File: src/rtl/wb_slave_to_avalon_master_pkg.sv
// wb_slave_to_avalon_master_pkg: bridge state encoding and counter sizing helper
package wb_slave_to_avalon_master_pkg;
  typedef enum logic [2:0] {
    ST_IDLE    = 3'd0,
    ST_WR_CMD  = 3'd1,
    ST_RD_CMD  = 3'd2,
    ST_RD_WAIT = 3'd3,
    ST_ACK     = 3'd4,
    ST_ERR     = 3'd5
  } state_e;
  function automatic int cnt_width(input int limit);
    return (limit > 2) ? $clog2(limit) : 1;
  endfunction
endpackage

File: src/rtl/wb_slave_to_avalon_master_if.sv
// wb_slave_to_avalon_master_if: Wishbone classic and Avalon-MM bus bundles
interface wb_bus_if #(
  parameter int ADDR_WIDTH = 32,
  parameter int DATA_WIDTH = 32
);
  logic                    wb_cyc_i;
  logic                    wb_stb_i;
  logic                    wb_we_i;
  logic [ADDR_WIDTH-1:0]   wb_adr_i;
  logic [DATA_WIDTH-1:0]   wb_dat_i;
  logic [DATA_WIDTH/8-1:0] wb_sel_i;
  logic [DATA_WIDTH-1:0]   wb_dat_o;
  logic                    wb_ack_o;
  logic                    wb_err_o;
  modport slave (
    input  wb_cyc_i, wb_stb_i, wb_we_i, wb_adr_i, wb_dat_i, wb_sel_i,
    output wb_dat_o, wb_ack_o, wb_err_o
  );
  modport master (
    output wb_cyc_i, wb_stb_i, wb_we_i, wb_adr_i, wb_dat_i, wb_sel_i,
    input  wb_dat_o, wb_ack_o, wb_err_o
  );
endinterface

interface av_bus_if #(
  parameter int ADDR_WIDTH = 32,
  parameter int DATA_WIDTH = 32
);
  logic [ADDR_WIDTH-1:0]   av_address;
  logic                    av_chipselect;
  logic [DATA_WIDTH/8-1:0] av_byteenable;
  logic                    av_read;
  logic                    av_write;
  logic [DATA_WIDTH-1:0]   av_writedata;
  logic [DATA_WIDTH-1:0]   av_readdata;
  logic                    av_readdatavalid;
  logic                    av_waitrequest;
  modport master (
    output av_address, av_chipselect, av_byteenable, av_read, av_write, av_writedata,
    input  av_readdata, av_readdatavalid, av_waitrequest
  );
  modport slave (
    input  av_address, av_chipselect, av_byteenable, av_read, av_write, av_writedata,
    output av_readdata, av_readdatavalid, av_waitrequest
  );
endinterface

File: src/rtl/bus_timeout_counter.sv
// bus_timeout_counter: saturating cycle counter flagging LIMIT cycles of activity; LIMIT=0 never expires
module bus_timeout_counter #(
  parameter int WIDTH = 10,
  parameter int LIMIT = 1024
) (
  input  logic clk,
  input  logic rst_n,
  input  logic clr,
  input  logic en,
  output logic expired
);
  localparam int LAST = (LIMIT > 0) ? LIMIT - 1 : 0;
  logic [WIDTH-1:0] cnt_q, cnt_d;
  logic             at_last;
  always_comb begin
    at_last = cnt_q == WIDTH'(LAST);
    cnt_d   = clr ? '0 : (en && !at_last) ? cnt_q + 1'b1 : cnt_q;
  end
  assign expired = (LIMIT > 0) && at_last;
  always_ff @(posedge clk) begin
    if (!rst_n) cnt_q <= '0;
    else        cnt_q <= cnt_d;
  end
endmodule

File: src/rtl/wb_slave_to_avalon_master.sv
// wb_slave_to_avalon_master: Wishbone classic slave to Avalon-MM master, one transfer outstanding
// Outputs are registered from the next state, so each pulse lines up with its state.
module wb_slave_to_avalon_master
  import wb_slave_to_avalon_master_pkg::*;
#(
  parameter int ADDR_WIDTH = 32,
  parameter int DATA_WIDTH = 32,
  parameter int DATA_BYTES = DATA_WIDTH / 8,
  parameter int TIMEOUT    = 1024
) (
  input logic      clk,
  input logic      rst_n,
  wb_bus_if.slave  wb,
  av_bus_if.master av
);
  state_e                state_q, state_d;
  logic [ADDR_WIDTH-1:0] adr_q, adr_d;
  logic [DATA_WIDTH-1:0] dat_q, dat_d;
  logic [DATA_BYTES-1:0] sel_q, sel_d;
  logic [DATA_WIDTH-1:0] rdata_q, rdata_d;
  logic                  wr_q, wr_d, rd_q, rd_d, ack_q, ack_d, err_q, err_d, abort_q, abort_d;
  logic                  busy, expired, req, fin, cap, abort;

  assign busy = state_q inside {ST_WR_CMD, ST_RD_CMD, ST_RD_WAIT};

  bus_timeout_counter #(
    .WIDTH(cnt_width(TIMEOUT)),
    .LIMIT(TIMEOUT)
  ) u_timeout (
    .clk    (clk),
    .rst_n  (rst_n),
    .clr    (!busy),
    .en     (busy),
    .expired(expired)
  );

  always_comb begin
    req   = state_q == ST_IDLE && wb.wb_cyc_i && wb.wb_stb_i;
    abort = abort_q || !wb.wb_cyc_i;
    cap   = (state_q == ST_RD_CMD && !av.av_waitrequest && av.av_readdatavalid) ||
            (state_q == ST_RD_WAIT && av.av_readdatavalid);
    fin   = cap || (state_q == ST_WR_CMD && !av.av_waitrequest);
    state_d = state_q;
    case (state_q)
      ST_IDLE:        if (req) state_d = wb.wb_we_i ? ST_WR_CMD : ST_RD_CMD;
      ST_RD_CMD:      if (!av.av_waitrequest) state_d = ST_RD_WAIT;
      ST_ACK, ST_ERR: state_d = ST_IDLE;
      default:        state_d = state_q;
    endcase
    // Completion beats timeout; an abandoned WB cycle finishes silently.
    if (fin) state_d = abort ? ST_IDLE : ST_ACK;
    else if (busy && expired && state_d == state_q) state_d = abort ? ST_IDLE : ST_ERR;
    adr_d   = req ? wb.wb_adr_i : adr_q;
    dat_d   = req ? wb.wb_dat_i : dat_q;
    sel_d   = req ? wb.wb_sel_i : sel_q;
    rdata_d = cap ? av.av_readdata : rdata_q;
    abort_d = busy && abort;
    wr_d    = state_d == ST_WR_CMD;
    rd_d    = state_d == ST_RD_CMD;
    ack_d   = state_d == ST_ACK;
    err_d   = state_d == ST_ERR;
  end

  always_ff @(posedge clk) begin
    if (!rst_n) begin
      state_q <= ST_IDLE;
      adr_q   <= '0;
      dat_q   <= '0;
      sel_q   <= '0;
      rdata_q <= '0;
      wr_q    <= 1'b0;
      rd_q    <= 1'b0;
      ack_q   <= 1'b0;
      err_q   <= 1'b0;
      abort_q <= 1'b0;
    end else begin
      state_q <= state_d;
      adr_q   <= adr_d;
      dat_q   <= dat_d;
      sel_q   <= sel_d;
      rdata_q <= rdata_d;
      wr_q    <= wr_d;
      rd_q    <= rd_d;
      ack_q   <= ack_d;
      err_q   <= err_d;
      abort_q <= abort_d;
    end
  end

  assign wb.wb_dat_o      = rdata_q;
  assign wb.wb_ack_o      = ack_q;
  assign wb.wb_err_o      = err_q;
  assign av.av_address    = adr_q;
  assign av.av_writedata  = dat_q;
  assign av.av_byteenable = sel_q;
  assign av.av_read       = rd_q;
  assign av.av_write      = wr_q;
  assign av.av_chipselect = rd_q || wr_q;
endmodule

File: src/flat_wrapper.sv
// flat-port wrapper written by rule: the top's interface ports become plain ports
module wb_slave_to_avalon_master_flat import wb_slave_to_avalon_master_pkg::*;
#(
  parameter int ADDR_WIDTH = 32,
  parameter int DATA_WIDTH = 32,
  parameter int DATA_BYTES = DATA_WIDTH / 8,
  parameter int TIMEOUT    = 1024
)
  (clk, rst_n, wb_wb_cyc_i, wb_wb_stb_i, wb_wb_we_i, wb_wb_adr_i, wb_wb_dat_i, wb_wb_sel_i, wb_wb_dat_o, wb_wb_ack_o, wb_wb_err_o, av_av_address, av_av_chipselect, av_av_byteenable, av_av_read, av_av_write, av_av_writedata, av_av_readdata, av_av_readdatavalid, av_av_waitrequest);
  wb_bus_if #(.ADDR_WIDTH(ADDR_WIDTH), .DATA_WIDTH(DATA_WIDTH)) wb_i ();
  av_bus_if #(.ADDR_WIDTH(ADDR_WIDTH), .DATA_WIDTH(DATA_WIDTH)) av_i ();
  input logic clk;
  input logic rst_n;
  input wire logic [$bits(wb_i.wb_cyc_i)-1:0] wb_wb_cyc_i;
  input wire logic [$bits(wb_i.wb_stb_i)-1:0] wb_wb_stb_i;
  input wire logic [$bits(wb_i.wb_we_i)-1:0] wb_wb_we_i;
  input wire logic [$bits(wb_i.wb_adr_i)-1:0] wb_wb_adr_i;
  input wire logic [$bits(wb_i.wb_dat_i)-1:0] wb_wb_dat_i;
  input wire logic [$bits(wb_i.wb_sel_i)-1:0] wb_wb_sel_i;
  output wire logic [$bits(wb_i.wb_dat_o)-1:0] wb_wb_dat_o;
  output wire logic [$bits(wb_i.wb_ack_o)-1:0] wb_wb_ack_o;
  output wire logic [$bits(wb_i.wb_err_o)-1:0] wb_wb_err_o;
  output wire logic [$bits(av_i.av_address)-1:0] av_av_address;
  output wire logic [$bits(av_i.av_chipselect)-1:0] av_av_chipselect;
  output wire logic [$bits(av_i.av_byteenable)-1:0] av_av_byteenable;
  output wire logic [$bits(av_i.av_read)-1:0] av_av_read;
  output wire logic [$bits(av_i.av_write)-1:0] av_av_write;
  output wire logic [$bits(av_i.av_writedata)-1:0] av_av_writedata;
  input wire logic [$bits(av_i.av_readdata)-1:0] av_av_readdata;
  input wire logic [$bits(av_i.av_readdatavalid)-1:0] av_av_readdatavalid;
  input wire logic [$bits(av_i.av_waitrequest)-1:0] av_av_waitrequest;
  assign wb_i.wb_cyc_i = wb_wb_cyc_i;
  assign wb_i.wb_stb_i = wb_wb_stb_i;
  assign wb_i.wb_we_i = wb_wb_we_i;
  assign wb_i.wb_adr_i = wb_wb_adr_i;
  assign wb_i.wb_dat_i = wb_wb_dat_i;
  assign wb_i.wb_sel_i = wb_wb_sel_i;
  assign wb_wb_dat_o = wb_i.wb_dat_o;
  assign wb_wb_ack_o = wb_i.wb_ack_o;
  assign wb_wb_err_o = wb_i.wb_err_o;
  assign av_av_address = av_i.av_address;
  assign av_av_chipselect = av_i.av_chipselect;
  assign av_av_byteenable = av_i.av_byteenable;
  assign av_av_read = av_i.av_read;
  assign av_av_write = av_i.av_write;
  assign av_av_writedata = av_i.av_writedata;
  assign av_i.av_readdata = av_av_readdata;
  assign av_i.av_readdatavalid = av_av_readdatavalid;
  assign av_i.av_waitrequest = av_av_waitrequest;
  wb_slave_to_avalon_master #(.ADDR_WIDTH(ADDR_WIDTH), .DATA_WIDTH(DATA_WIDTH), .DATA_BYTES(DATA_BYTES), .TIMEOUT(TIMEOUT)) u_core (.clk(clk), .rst_n(rst_n), .wb(wb_i), .av(av_i));
endmodule
File: config.mk
export PLATFORM = sky130hd
export DESIGN_NAME = wb_slave_to_avalon_master_flat
export DESIGN_NICKNAME = d
export VERILOG_FILES = /design/src/rtl/wb_slave_to_avalon_master_pkg.sv /design/src/rtl/wb_slave_to_avalon_master_if.sv /design/src/rtl/bus_timeout_counter.sv /design/src/rtl/wb_slave_to_avalon_master.sv /design/src/flat_wrapper.sv
export SDC_FILE = /design/constraint.sdc
export NUM_CORES = 1
export LEC_CHECK = 0
export CAP_MARGIN = 20
export CORE_MARGIN = 2
export CORE_UTILIZATION = 46
export CTS_BUF_LIST = sky130_fd_sc_hd__clkbuf_2
export DETAILED_ROUTE_END_ITERATION = 8
export PLACE_DENSITY = 0.88
export SETUP_SLACK_MARGIN = 0.2
export SLEW_MARGIN = 20
export SYNTH_ARGS = -nofsm -noshare
export SYNTH_HDL_FRONTEND = slang
export SYNTH_SLANG_ARGS = --single-unit
File: constraint.sdc
create_clock -name clk -period 4 [get_ports clk]
set_input_delay 0.4 -clock clk [delete_from_list [all_inputs] [get_ports clk]]
set_output_delay 0.4 -clock clk [all_outputs]
set_load 0.01 [all_outputs]
* After elaboration in Yosys (flattened, before gate mapping) *
Index checks and enable logic that the tools add are counted.

storage, ports and cells
  logic and storage cells = 52
  output and inout port bits = 105
  register bits = 118
  bits of input ports = 107

cells by class
  equal/unequal tests = 11
  $add $sub $neg = 1
  multiplexer cells = 8
  reductions and logical operators = 21

operators with widths
  kind                                                                    number
  3-bit two-way mux                                                       6
  3-bit equality test (second input constant)                             4
  10-bit by 1-bit adder with 10-bit output (second input constant)        1
  10-bit equality test (second input constant)                            1
  1-bit logical AND                                                       10
  3-bit by 2-bit equality test with 1-bit output (second input constant)  3
  3-bit one-hot mux with 3 select lines                                   1
  3-bit by 1-bit equality test with 1-bit output (second input constant)  2
  1-bit logical OR                                                        4
  3-bit equality test                                                     1
  1-bit logical NOT                                                       3
  3-bit logical NOT                                                       1
  3-bit nonzero test                                                      1
  2-bit two-way mux                                                       1
  2-bit AND reduction                                                     1
  2-bit OR reduction                                                      1

* Logic depth before layout (Yosys ltp) *
Gate-level depths: netlist of run 1.

  word-level depth = 10
  gate-level depth with buffers = 7
  mapped depth without buffers = 6

* By module *
A second synthesis of run 1 with hierarchy kept.

unflattened totals
  cell total of the unflattened synthesis = 544
  area, all modules = 4362.9 µm²

modules (own cells, without submodules)
  module                     sequential area each (µm²)  cells an instance  area an instance (µm²)  instances
  wb_slave_to_avalon_master  2162.1                      484                3819.9                  1
  bus_timeout_counter        200.2                       60                 543.0                   1

* Worst setup path after synthesis of run 1 *
OpenSTA, ideal clock, no wires.

  path type = reg2reg
  start = register u_core.u_timeout.cnt_q[0]
  end = register u_core.state_q[0]
  path slack = 2334 ps
  library setup time = 115 ps
  arrival time = 1551 ps
  stages on the path, launching flop included = 7
  required time = 3885 ps
  clock period less this slack = 1666 ps
  buffers on the path = 0
  cell sequence = dfxtp_1 -> ha_1 -> nand3_1 -> or3_4 -> o32ai_2 -> nor2b_2 -> and2_1

between the ends
  longest elaborated chain between the ends = 5

RTL lines
  what                            line                             RTL
  start: declaration              bus_timeout_counter.sv:13        logic [WIDTH-1:0] cnt_q, cnt_d;
  start signal: assignment        bus_timeout_counter.sv:22        else cnt_q <= cnt_d;
  10-bit equality test            bus_timeout_counter.sv:16        at_last = cnt_q == WIDTH'(LAST);
  1-bit logical AND (2 in a row)  wb_slave_to_avalon_master.sv:52  else if (busy && expired && state_d == state_q) state_d = abort ? ST_IDLE : ST_ERR;
  3-bit two-way mux               wb_slave_to_avalon_master.sv:52
  3-bit two-way mux               wb_slave_to_avalon_master.sv:51  if (fin) state_d = abort ? ST_IDLE : ST_ACK;
  end signal: assignment          wb_slave_to_avalon_master.sv:77  state_q <= state_d;
  end: declaration                wb_slave_to_avalon_master.sv:16  state_e state_q, state_d;

Every way passes these cells.
A chain may end at the register's enable or synchronous reset.

* Worst setup path after layout of run 1 *
  start = register u_core.wr_q (netlist: u_core.av.av_write)
  end = output port av_av_chipselect

between the ends
  longest elaborated chain between the ends = 1

RTL lines
  what                      line                             RTL
  start: declaration        wb_slave_to_avalon_master.sv:21  logic wr_q, wr_d, rd_q, rd_d, ack_q, ack_d, err_q, err_d, abort_q, abort_d;
  start signal: assignment  wb_slave_to_avalon_master.sv:82  wr_q <= wr_d;
  1-bit logical OR          wb_slave_to_avalon_master.sv:98  assign av.av_chipselect = rd_q || wr_q;
  end: declaration          flat_wrapper.sv:24               output wire logic [$bits(av_i.av_chipselect)-1:0] av_av_chipselect;

Every way passes these cells.

==> impl_metrics.tcl, run 1 <==
set metrics [dict create \
    min-delay-path-class "in -> reg" \
    timing.hold.ws_ns 0.312 \
    gr_overflow_total 0 \
    grt_setup_unrepaired "false" \
    tritoncts_clock_tree "built" \
    most-common-layout-cells "sky130_fd_sc_hd__clkdlybuf4s50_1 (210), sky130_fd_sc_hd__nand2_1 (205), sky130_fd_sc_hd__dfxtp_1 (118), sky130_fd_sc_hd__a21boi_0 (82), sky130_fd_sc_hd__a21boi_1 (18)" \
    post_route_cells_drive_above_1_share_pct 6.06 \
    worst_setup_hold_path_clk_slew_ns 0.17 \
    clkLatencyLatePin_ns 0.60 \
    ant_nets 0 \
    total_leakage_power_nw 2.44 \
    number_of_buffers_created_by_cts 17 \
    synthDominantCellAreaShare_pct 51.2 \
    critical_path.startpoint "u_core.av.av_write" \
    clock_sink_count 118 \
    hold-path-cell-count 3 \
    fin_nets 840 \
    grt_pass1_wl_mm 19.4 \
    arrival_time_worst_endpoint_ns 1.74 \
    required_worst_endpoint_ns 3.60 \
    totalWireLength_mm 12.0 \
    fin_crit_sh_pct 53.4 \
    final_period_minus_worst_setup_slack_ns 2.14 \
    htreeDepth 4 \
    number_of_placed_i_o_pins 212 \
    register_area_mm2 0.00236 \
    slew_viol_final 0 \
    mostFrequentLayoutCell "sky130_fd_sc_hd__clkdlybuf4s50_1" \
    number_of_antenna_violations_at_the_first_check_in_global_routing 0 \
    gates_resized_cts_repair 0 \
    postCtsSetupRepairBufs 0 \
    ir_worst_vdd_mv 0.206 \
    endpoint_kind "primary output" \
    edff_count_synth 0 \
    clk_root_buffer_cell "sky130_fd_sc_hd__clkbuf_2" \
    ff2ff_path_depth 5 \
    worst_pin_slew_ns 0.859 \
    crit-reg2reg-capture "u_core.av.av_address[18]" \
    multi_input_comb_area_mm2 0.00207 \
    synthesis.area_mm2 0.00461 \
    timing.final.hold_violations 0 \
    run_status "completed" \
    antennaDiodeCount 0 \
    floorplan_core_area_mm2 0.00977 \
    drt_first_pass_iters 4 \
    detail_route.iter0.violations 124 \
    proportion_of_register_bits_with_asynchronous_set_or_reset_after_synthesis_pct 0 \
    syn_inst 537 \
    fp.dieArea_mm2 0.0108 \
    p_per_area_mw_per_mm2 330 \
    synth_ff_type "sky130_fd_sc_hd__dfxtp_1" \
    numPortBuffers 211 \
    timing.hold.worst.start "wb_wb_dat_i[16]" \
    achievable-frequency_ghz 0.468 \
    synth.yosys.seq_area_share_pct 51.2 \
    die-height_um 104 \
    area.growth.synth_to_final_pct 50.5 \
    fillCellCount 768 \
    fin_worst_skew_ns 0.0243 \
    floorplan.rows 36 \
    number_of_global_route_vias_before_repair 4170 \
    synth_warnings 0 \
    reg2reg_from "u_core.state_q[2]" \
    per_cell_via_count_in_the_routed_design 4.90 \
    detailed_place_hpwl_mm 8.80 \
    grt_max_degree 69 \
    reg2reg_slack_ns 2.05 \
    synth.ff_latch_count 118 \
    report.final.setup_viol 0 \
    max_cap_viol_count 0 \
    totalNegativeSetupSlack_ns 0 \
    worstPathMaxFanout 2 \
    synth.lib_cells_used.distinct 45 \
    startpoint_type_of_the_worst_setup_path "flop" \
    fp.dieW_um 104 \
    detailroute.via_count 4286 \
    starting_utilization_of_the_core_area_pct 47.2 \
    synth_top_area_cell "sky130_fd_sc_hd__dfxtp_1" \
    postCtsHoldBufs 0 \
    timing.slew.headroom_pct 42.8 \
    synth.net_count 645 \
    cts_max_path_buffers 2 \
    criticalPathCategory "reg -> out" \
    netlist_top_cells_area "sky130_fd_sc_hd__dfxtp_1 (51%), sky130_fd_sc_hd__nand2_1 (17%), sky130_fd_sc_hd__a21boi_0 (13%), sky130_fd_sc_hd__a21boi_1 (2.9%), sky130_fd_sc_hd__clkbuf_1 (1.5%)" \
    timing.hold.worst_endpoint "u_core.av.av_writedata[16]" \
    routedWlPerCell_um 13.7 \
    globalplace.congestion 0.790 \
    route.detailed.drc 0 \
    globalRouteTotalUtil_pct 22.1 \
    post_syn_area_per_cell_um2 8.59 \
]
synthesized netlist by cell type (all sizes together) (3+ instances only):
master,count
clkbuf,19
nand2,205
nand3,6
o211ai,3
xor2,5
nor3,3
and3,3
buf,19
dfxtp,118
nand4,4
nor2,17
a21boi,100
nor2b,4
registers in the layout, summed over array words and instances (netlist names):
signal and cells:
u_core.u_timeout.cnt_q 10, u_core.av.av_address 32, u_core.wb.wb_err_o 1, u_core.state_q 3, u_core.abort_q 1, u_core.av.av_write 1
u_core.av.av_writedata 32, u_core.wb.wb_dat_o 32, u_core.av.av_read 1, u_core.av.av_byteenable 4, u_core.wb.wb_ack_o 1
power breakdown:
| part | total [W] | switching, W | leakage (nW) | internal [W] |
|---|---|---|---|---|
| Clock | 0.000674 | 0.000410 | 0.114 | 0.000264 |
| Combinational | 0.000365 | 0.000149 | 1.37 | 0.000217 |
| Sequential | 0.00125 | 0.0000277 | 0.958 | 0.00122 |
metal layers:
| metal | wire, µm | vias up | global-route usage (%) |
|---|---|---|---|
| met5 | 0 | - | 0 |
| met4 | 265 | 0 | 8.30 |
| met3 | 848 | 24 | 7.46 |
| met2 | 6070 | 177 | 39.7 |
| met1 | 4820 | 1952 | 23.9 |
| li1 | - | 2133 | - |
metrics by stage:
stage                     instance area, µm²  cells  util, %  power (W)  setup WS [ns]
after floorplan                         4610    537        -    0.00142           2.33
after global placement                  6720    845     68.8    0.00163           1.60
after detailed placement                6750    846     69.0    0.00164           1.58
after CTS                               6950    875     71.1    0.00233           1.70
after global routing                    6950    875     71.1    0.00241           1.71
final                                   6950    875     71.1    0.00229           1.86
critical path, stage by stage (launching register included):
cell and delay [ns]:
sky130_fd_sc_hd__dfxtp_1 0.35, sky130_fd_sc_hd__or2_2 0.29, sky130_fd_sc_hd__clkdlybuf4s50_1 0.49
final cells by class:
cell class                 instances  area share [%]
multi-input combinational        379            29.8
clock inverter                    12            1.66
timing repair buffer             214            30.8
tap                              133            2.40
sequential                       118            34.0
clock buffer                      17            1.22
inverter                           2           0.108
worst max path at each step:
stage | to | slack, ns | cells after the start
CTS | u_core.wb.wb_dat_o[27] | 1.70 | 4
finish | av_av_chipselect | 1.86 | 2
floorplan | u_core.state_q[0] | 2.33 | 6
global placement | u_core.av.av_byteenable[0] | 1.60 | 5
global route | av_av_chipselect | 1.71 | 2
detailed placement | u_core.wb.wb_dat_o[27] | 1.58 | 5
kinds of logic after synthesis:
logic type	after synthesis	share of synthesized area, %
buffers and inverters	40	4.28
DFF	118	51.2
xor gates and xnor gates	6	1.14
and+or+nand+nor	256	23.4
adders and majority gates	1	0.271
muxes	2	0.434
AOI/OAI and AO/OA	114	19.3
Note: power is estimated with default switching activity, not from simulation.
==> run 2: changes to the inputs <==
Settings changed: CORE_UTILIZATION 46 to 43, PLACE_DENSITY 0.88 to 0.83.
Clock period 4 ns to 2.05 ns, I/O delays scaled along.
==> impl_metrics.tcl, run 2 (synthesized netlist as in run 1, its figures left out) <==
set metrics [dict create \
    worstPathMaxFanout 9 \
    fp.dieArea_mm2 0.0116 \
    detail_route.iter0.violations 252 \
    mostFrequentLayoutCell "sky130_fd_sc_hd__nand2_1" \
    post_route_cells_drive_above_1_share_pct 9.10 \
    globalRouteTotalUtil_pct 20.8 \
    ir_worst_vdd_mv 0.388 \
    die-height_um 108 \
    worstPathCellList "nand2b_1 -> a31oi_1 -> o22ai_4 -> a21oi_1 -> o2111a_1" \
    routedWlPerCell_um 13.9 \
    drt_first_pass_iters 4 \
    detailed_place_hpwl_mm 8.85 \
    globalplace.congestion 0.786 \
    starting_utilization_of_the_core_area_pct 44.5 \
    clk_root_buffer_cell "sky130_fd_sc_hd__clkbuf_2" \
    total_leakage_power_nw 2.69 \
    totalWireLength_mm 12.4 \
    fin_worst_skew_ns 0.0378 \
    detailroute.via_count 4340 \
    floorplan.rows 37 \
    max_stage_delay_ns 0.50 \
    power_switching_share_pct 27.5 \
    report.final.setup_viol 0 \
    numPortBuffers 211 \
    slew_viol_final 0 \
    endpoint_kind "flop" \
    antennaDiodeCount 0 \
    p_comb_share_pct 15.8 \
    final_period_minus_worst_setup_slack_ns 1.78 \
    totalNegativeSetupSlack_ns 0 \
    per_cell_via_count_in_the_routed_design 4.85 \
    fp.dieW_um 108 \
    multi_input_comb_area_mm2 0.00208 \
    number_of_antenna_violations_at_the_first_check_in_global_routing 0 \
    worst_setup_hold_path_clk_slew_ns 0.21 \
    clkPwrFrac_pct 32.0 \
    min-delay-path-class "in -> reg" \
    tritoncts_clock_tree "built" \
    p_per_area_mw_per_mm2 653 \
    gr_overflow_total 0 \
    sequentialPowerShare_pct 52.2 \
    timing.slew.headroom_pct 59.8 \
    final_core_util_pct 69.0 \
    max_cap_viol_count 0 \
    critical_path.n_buffers_inverters 0 \
    power.net_switching_w 0.00128 \
    area.growth.synth_to_final_pct 55.0 \
    fin_crit_sh_pct 87.0 \
    route.detailed.drc 0 \
    grt_pass1_wl_mm 19.4 \
    achievable-frequency_ghz 0.561 \
    cpMaxStageDelayCell "sky130_fd_sc_hd__a31oi_1" \
    most-common-layout-cells "sky130_fd_sc_hd__nand2_1 (205), sky130_fd_sc_hd__clkdlybuf4s50_1 (201), sky130_fd_sc_hd__dfxtp_1 (109), sky130_fd_sc_hd__a21boi_0 (82)" \
    criticalPathCategory "reg -> reg" \
    cellInternalPower_w 0.00339 \
    fillCellCount 821 \
    cts_max_path_buffers 2 \
    register_area_mm2 0.00237 \
    ant_nets 0 \
    fin_nets 853 \
    number_of_placed_i_o_pins 212 \
    startpoint_type_of_the_worst_setup_path "flop" \
    worst_pin_slew_ns 0.600 \
    clkLatencyLatePin_ns 0.62 \
    worst_path_dominant_cell_family "compound AO/OA/AOI/OAI gates" \
    arrival_time_worst_endpoint_ns 2.37 \
    total_power_w 0.00467 \
    grt_setup_unrepaired "true" \
    required_worst_endpoint_ns 2.64 \
    timing.final.hold_violations 0 \
    number_of_buffers_created_by_cts 17 \
    grt_max_degree 69 \
    htreeDepth 4 \
    number_of_global_route_vias_before_repair 4150 \
    clock_sink_count 118 \
    run_status "completed" \
    floorplan_core_area_mm2 0.0104 \
]
[run 2: final timing paths]
check             slack [ns]                        from                    endpoint  depth (start not counted)
setup reg to reg        0.27           u_core.state_q[0]          u_core.av.av_write                          5
hold / removal           0.1             wb_wb_dat_i[11]  u_core.av.av_writedata[11]                          3
hold reg to reg         0.46  u_core.av.av_writedata[20]  u_core.av.av_writedata[20]                          2
setup / recovery        0.27           u_core.state_q[0]          u_core.av.av_write                          5
[run 2: what timing repair did]
item,CTS,global route
gates resized for setup,1,19
endpoints found under the setup margin,1,17
pin swaps,0,1
setup buffers,0,5
hold endpoints to repair,13,0
hold buffers,1,0
[run 2: power by group through the flow]
stage	logic [W]	registers, W	clock network, W
after floorplan	0.000259	0.00252	0
after detailed placement	0.000733	0.00249	0
after global routing	0.000795	0.00245	0.00164
final	0.000737	0.00244	0.00150
after CTS	0.000737	0.00244	0.00154
after global placement	0.000717	0.00248	0
[run 2: layout make-up]
type                            count  share of cell area, %
Clock buffer                       17                   1.19
Clock inverter                     15                   2.17
Inverter                            2                  0.105
Multi-Input combinational cell    379                   29.1
Sequential cell                   118                   33.2
Tap cell                          136                   2.38
Timing Repair Buffer              227                   31.9
[run 2: per-layer routing]
metal	track usage, %	up-vias	part of all wire [%]
met2	37.0	161	51
met3	6.60	22	7.7
met5	0	-	0
met1	23.3	1990	39
li1	-	2167	-
met4	7.33	0	1.9
[run 2: per-stage QoR]
step | instances | hold WS [ns] | area [µm²] | setup slack, ns
global route | 894 | 0.0437 | 7150 | 0.158
finish | 894 | 0.0972 | 7150 | 0.267
CTS | 889 | 0.0497 | 7070 | 0.228
global placement | 856 | 0.442 | 6820 | 0.203
detailed placement | 856 | 0.445 | 6820 | 0.193
floorplan | 537 | 0.340 | 4610 | 0.384
[run 2: worst reg2reg max path, stage by stage (launching register included)]
cell and delay, ns:
sky130_fd_sc_hd__dfxtp_1 0.45, sky130_fd_sc_hd__nand2b_1 0.22, sky130_fd_sc_hd__a31oi_1 0.50, sky130_fd_sc_hd__o22ai_4 0.17
sky130_fd_sc_hd__a21oi_1 0.21, sky130_fd_sc_hd__o2111a_1 0.20
==> run 3: changes to the inputs <==
Settings changed: CORE_UTILIZATION 43 to 30, GPL_TIMING_DRIVEN set to 0, PLACE_DENSITY 0.83 to not set.
==> impl_metrics.tcl, run 3 (synthesized netlist as in run 1, its figures left out) <==
set metrics [dict create \
    run_status "completed" \
    globalplace.congestion 0.814 \
    final_area_mm2 0.00769 \
    clock_sink_count 118 \
    max_cap_viol_count 0 \
    tritoncts_clock_tree "built" \
    clk_root_buffer_cell "sky130_fd_sc_hd__clkbuf_2" \
    timing.final.hold_violations 0 \
    mostFrequentLayoutCell "sky130_fd_sc_hd__nand2_1" \
    fin_worst_skew_ns 0.0136 \
    power_switching_share_pct 24.6 \
    number_of_buffers_created_by_cts 17 \
    worst_pin_slew_ns 0.550 \
    drt_first_pass_iters 7 \
    report.final.setup_viol 0 \
    ant_nets 0 \
    achievable-frequency_ghz 0.573 \
    clkPwrFrac_pct 35.1 \
    timing.slew.headroom_pct 63.4 \
    ir_worst_vdd_mv 0.319 \
    grt_max_degree 17 \
    fp.dieW_um 128 \
    fin_nets 926 \
    startpoint_type_of_the_worst_setup_path "flop" \
    endpoint_kind "flop" \
    p_comb_share_pct 15.8 \
    worst_setup_hold_path_clk_slew_ns 0.17 \
    floorplan.rows 45 \
    p_per_area_mw_per_mm2 644 \
    criticalPathCategory "reg -> reg" \
    detailed_place.area_mm2 0.00695 \
    gr_overflow_total 0 \
    place_worst_setup_slack_ns -0.140 \
    area.growth.synth_to_final_pct 66.8 \
    min-delay-path-class "in -> reg" \
    number_of_antenna_violations_at_the_first_check_in_global_routing 1 \
    numPortBuffers 210 \
    final_period_minus_worst_setup_slack_ns 1.75 \
    arrival_time_worst_endpoint_ns 2.35 \
    grt_setup_unrepaired "false" \
    cts_max_path_buffers 2 \
    htreeDepth 4 \
    floorplan_core_area_mm2 0.0151 \
    power.net_switching_w 0.00122 \
    detailed_place_hpwl_mm 10.0 \
    worstPathMaxFanout 9 \
    cellInternalPower_w 0.00374 \
    totalWireLength_mm 13.4 \
    grt_pass1_wl_mm 21.2 \
    detail_route.iter0.violations 161 \
    number_of_placed_i_o_pins 212 \
    reg2reg_slack_ns 0.30 \
    ff2ff_path_depth 6 \
    sequentialPowerShare_pct 49.1 \
    slew_viol_final 0 \
    total_leakage_power_nw 3.35 \
    totalNegativeSetupSlack_ns 0 \
    per_cell_via_count_in_the_routed_design 4.47 \
    route.detailed.drc 0 \
    globalRouteTotalUtil_pct 16.3 \
    clkLatencyLatePin_ns 0.65 \
    hold-path-cell-count 3 \
    routedWlPerCell_um 13.2 \
    fp.dieArea_mm2 0.0164 \
    post_route_cells_drive_above_1_share_pct 10.2 \
    required_worst_endpoint_ns 2.65 \
    die-height_um 128 \
    most-common-layout-cells "sky130_fd_sc_hd__nand2_1 (205), sky130_fd_sc_hd__clkdlybuf4s50_1 (105), sky130_fd_sc_hd__dlygate4sd2_1 (98), sky130_fd_sc_hd__dfxtp_1 (98), sky130_fd_sc_hd__a21boi_0 (82)" \
    setup_ws_ns 0.304 \
    detailroute.via_count 4559 \
    fin_crit_sh_pct 85.2 \
    number_of_global_route_vias_before_repair 4481 \
    starting_utilization_of_the_core_area_pct 30.6 \
]
## run 3: cell count changes in the layout (fill, tap and decap cells not counted), sizes merged, moves of 8 or more
cell,delta
dlygate4sd2,+97
clkdlybuf4s50,-96
dlygate4sd3,+47
clkbuf,+20
buf,+8
## run 3: power groups by stage
stage / Combinational (W) / Sequential, W / Clock (W)
finish: 0.000784 / 0.00243 / 0.00174
global route: 0.000855 / 0.00244 / 0.00190
CTS: 0.000780 / 0.00243 / 0.00181
detailed placement: 0.000752 / 0.00248 / 0
global placement: 0.000744 / 0.00248 / 0
floorplan: 0.000259 / 0.00252 / 0
## run 3: cell type report
cell class / instances / area [µm²]
fill: 1460 / 7390
timing repair buffer: 262 / 2510
sequential: 118 / 2390
multi-input combinational: 379 / 2080
tap: 188 / 235
buffer: 38 / 190
clock inverter: 13 / 186
clock buffer: 18 / 90.1
inverter: 2 / 7.51
antenna: 2 / 5.00
## run 3: path summary, 6_finish.rpt
path                     startpoint                          to
max               u_core.state_q[0]          u_core.av.av_write
min                  wb_wb_sel_i[0]  u_core.av.av_byteenable[0]
max reg2reg       u_core.state_q[0]          u_core.av.av_write
min reg2reg  u_core.wb.wb_dat_o[18]      u_core.wb.wb_dat_o[18]
## run 3: stage by stage
step	util, %	power (W)	instances	hold slack [ns]
3_3_place_gp	46.1	0.00322	935	0.441
3_5_place_dp	46.1	0.00324	935	0.447
2_1_floorplan	-	0.00278	537	0.340
5_1_grt	51.0	0.00520	1019	0.00843
6_report	51.0	0.00496	1020	0.0941
4_1_cts	50.5	0.00503	1014	0.000517
## run 3: routing by layer
| metal | vias up | part of all wire, % | wire, µm | global-route usage [%] |
|---|---|---|---|---|
| met1 | 2068 | 45 | 6020 | 19.4 |
| li1 | 2317 | - | - | - |
| met3 | 22 | 5.6 | 746 | 4.55 |
| met5 | - | 0 | 0 | 0 |
| met4 | 0 | 2.2 | 294 | 7.69 |
| met2 | 152 | 47 | 6370 | 27.3 |
## run 3: worst max-delay path, stage by stage, from the launching register on
cell,delay [ns]
sky130_fd_sc_hd__dfxtp_1,0.33
sky130_fd_sc_hd__buf_2,0.16
sky130_fd_sc_hd__nand2b_1,0.18
sky130_fd_sc_hd__a31oi_1,0.46
sky130_fd_sc_hd__o32ai_4,0.19
sky130_fd_sc_hd__nor2b_2,0.17
sky130_fd_sc_hd__o2111a_1,0.20
## run 3: repair_timing
action	4_1_cts	5_1_grt
hold buffers	48	0
pin swaps	0	2
setup buffers	0	4
gates resized for setup	119	13
hold endpoints to repair	48	0
endpoints found under the setup margin	166	67
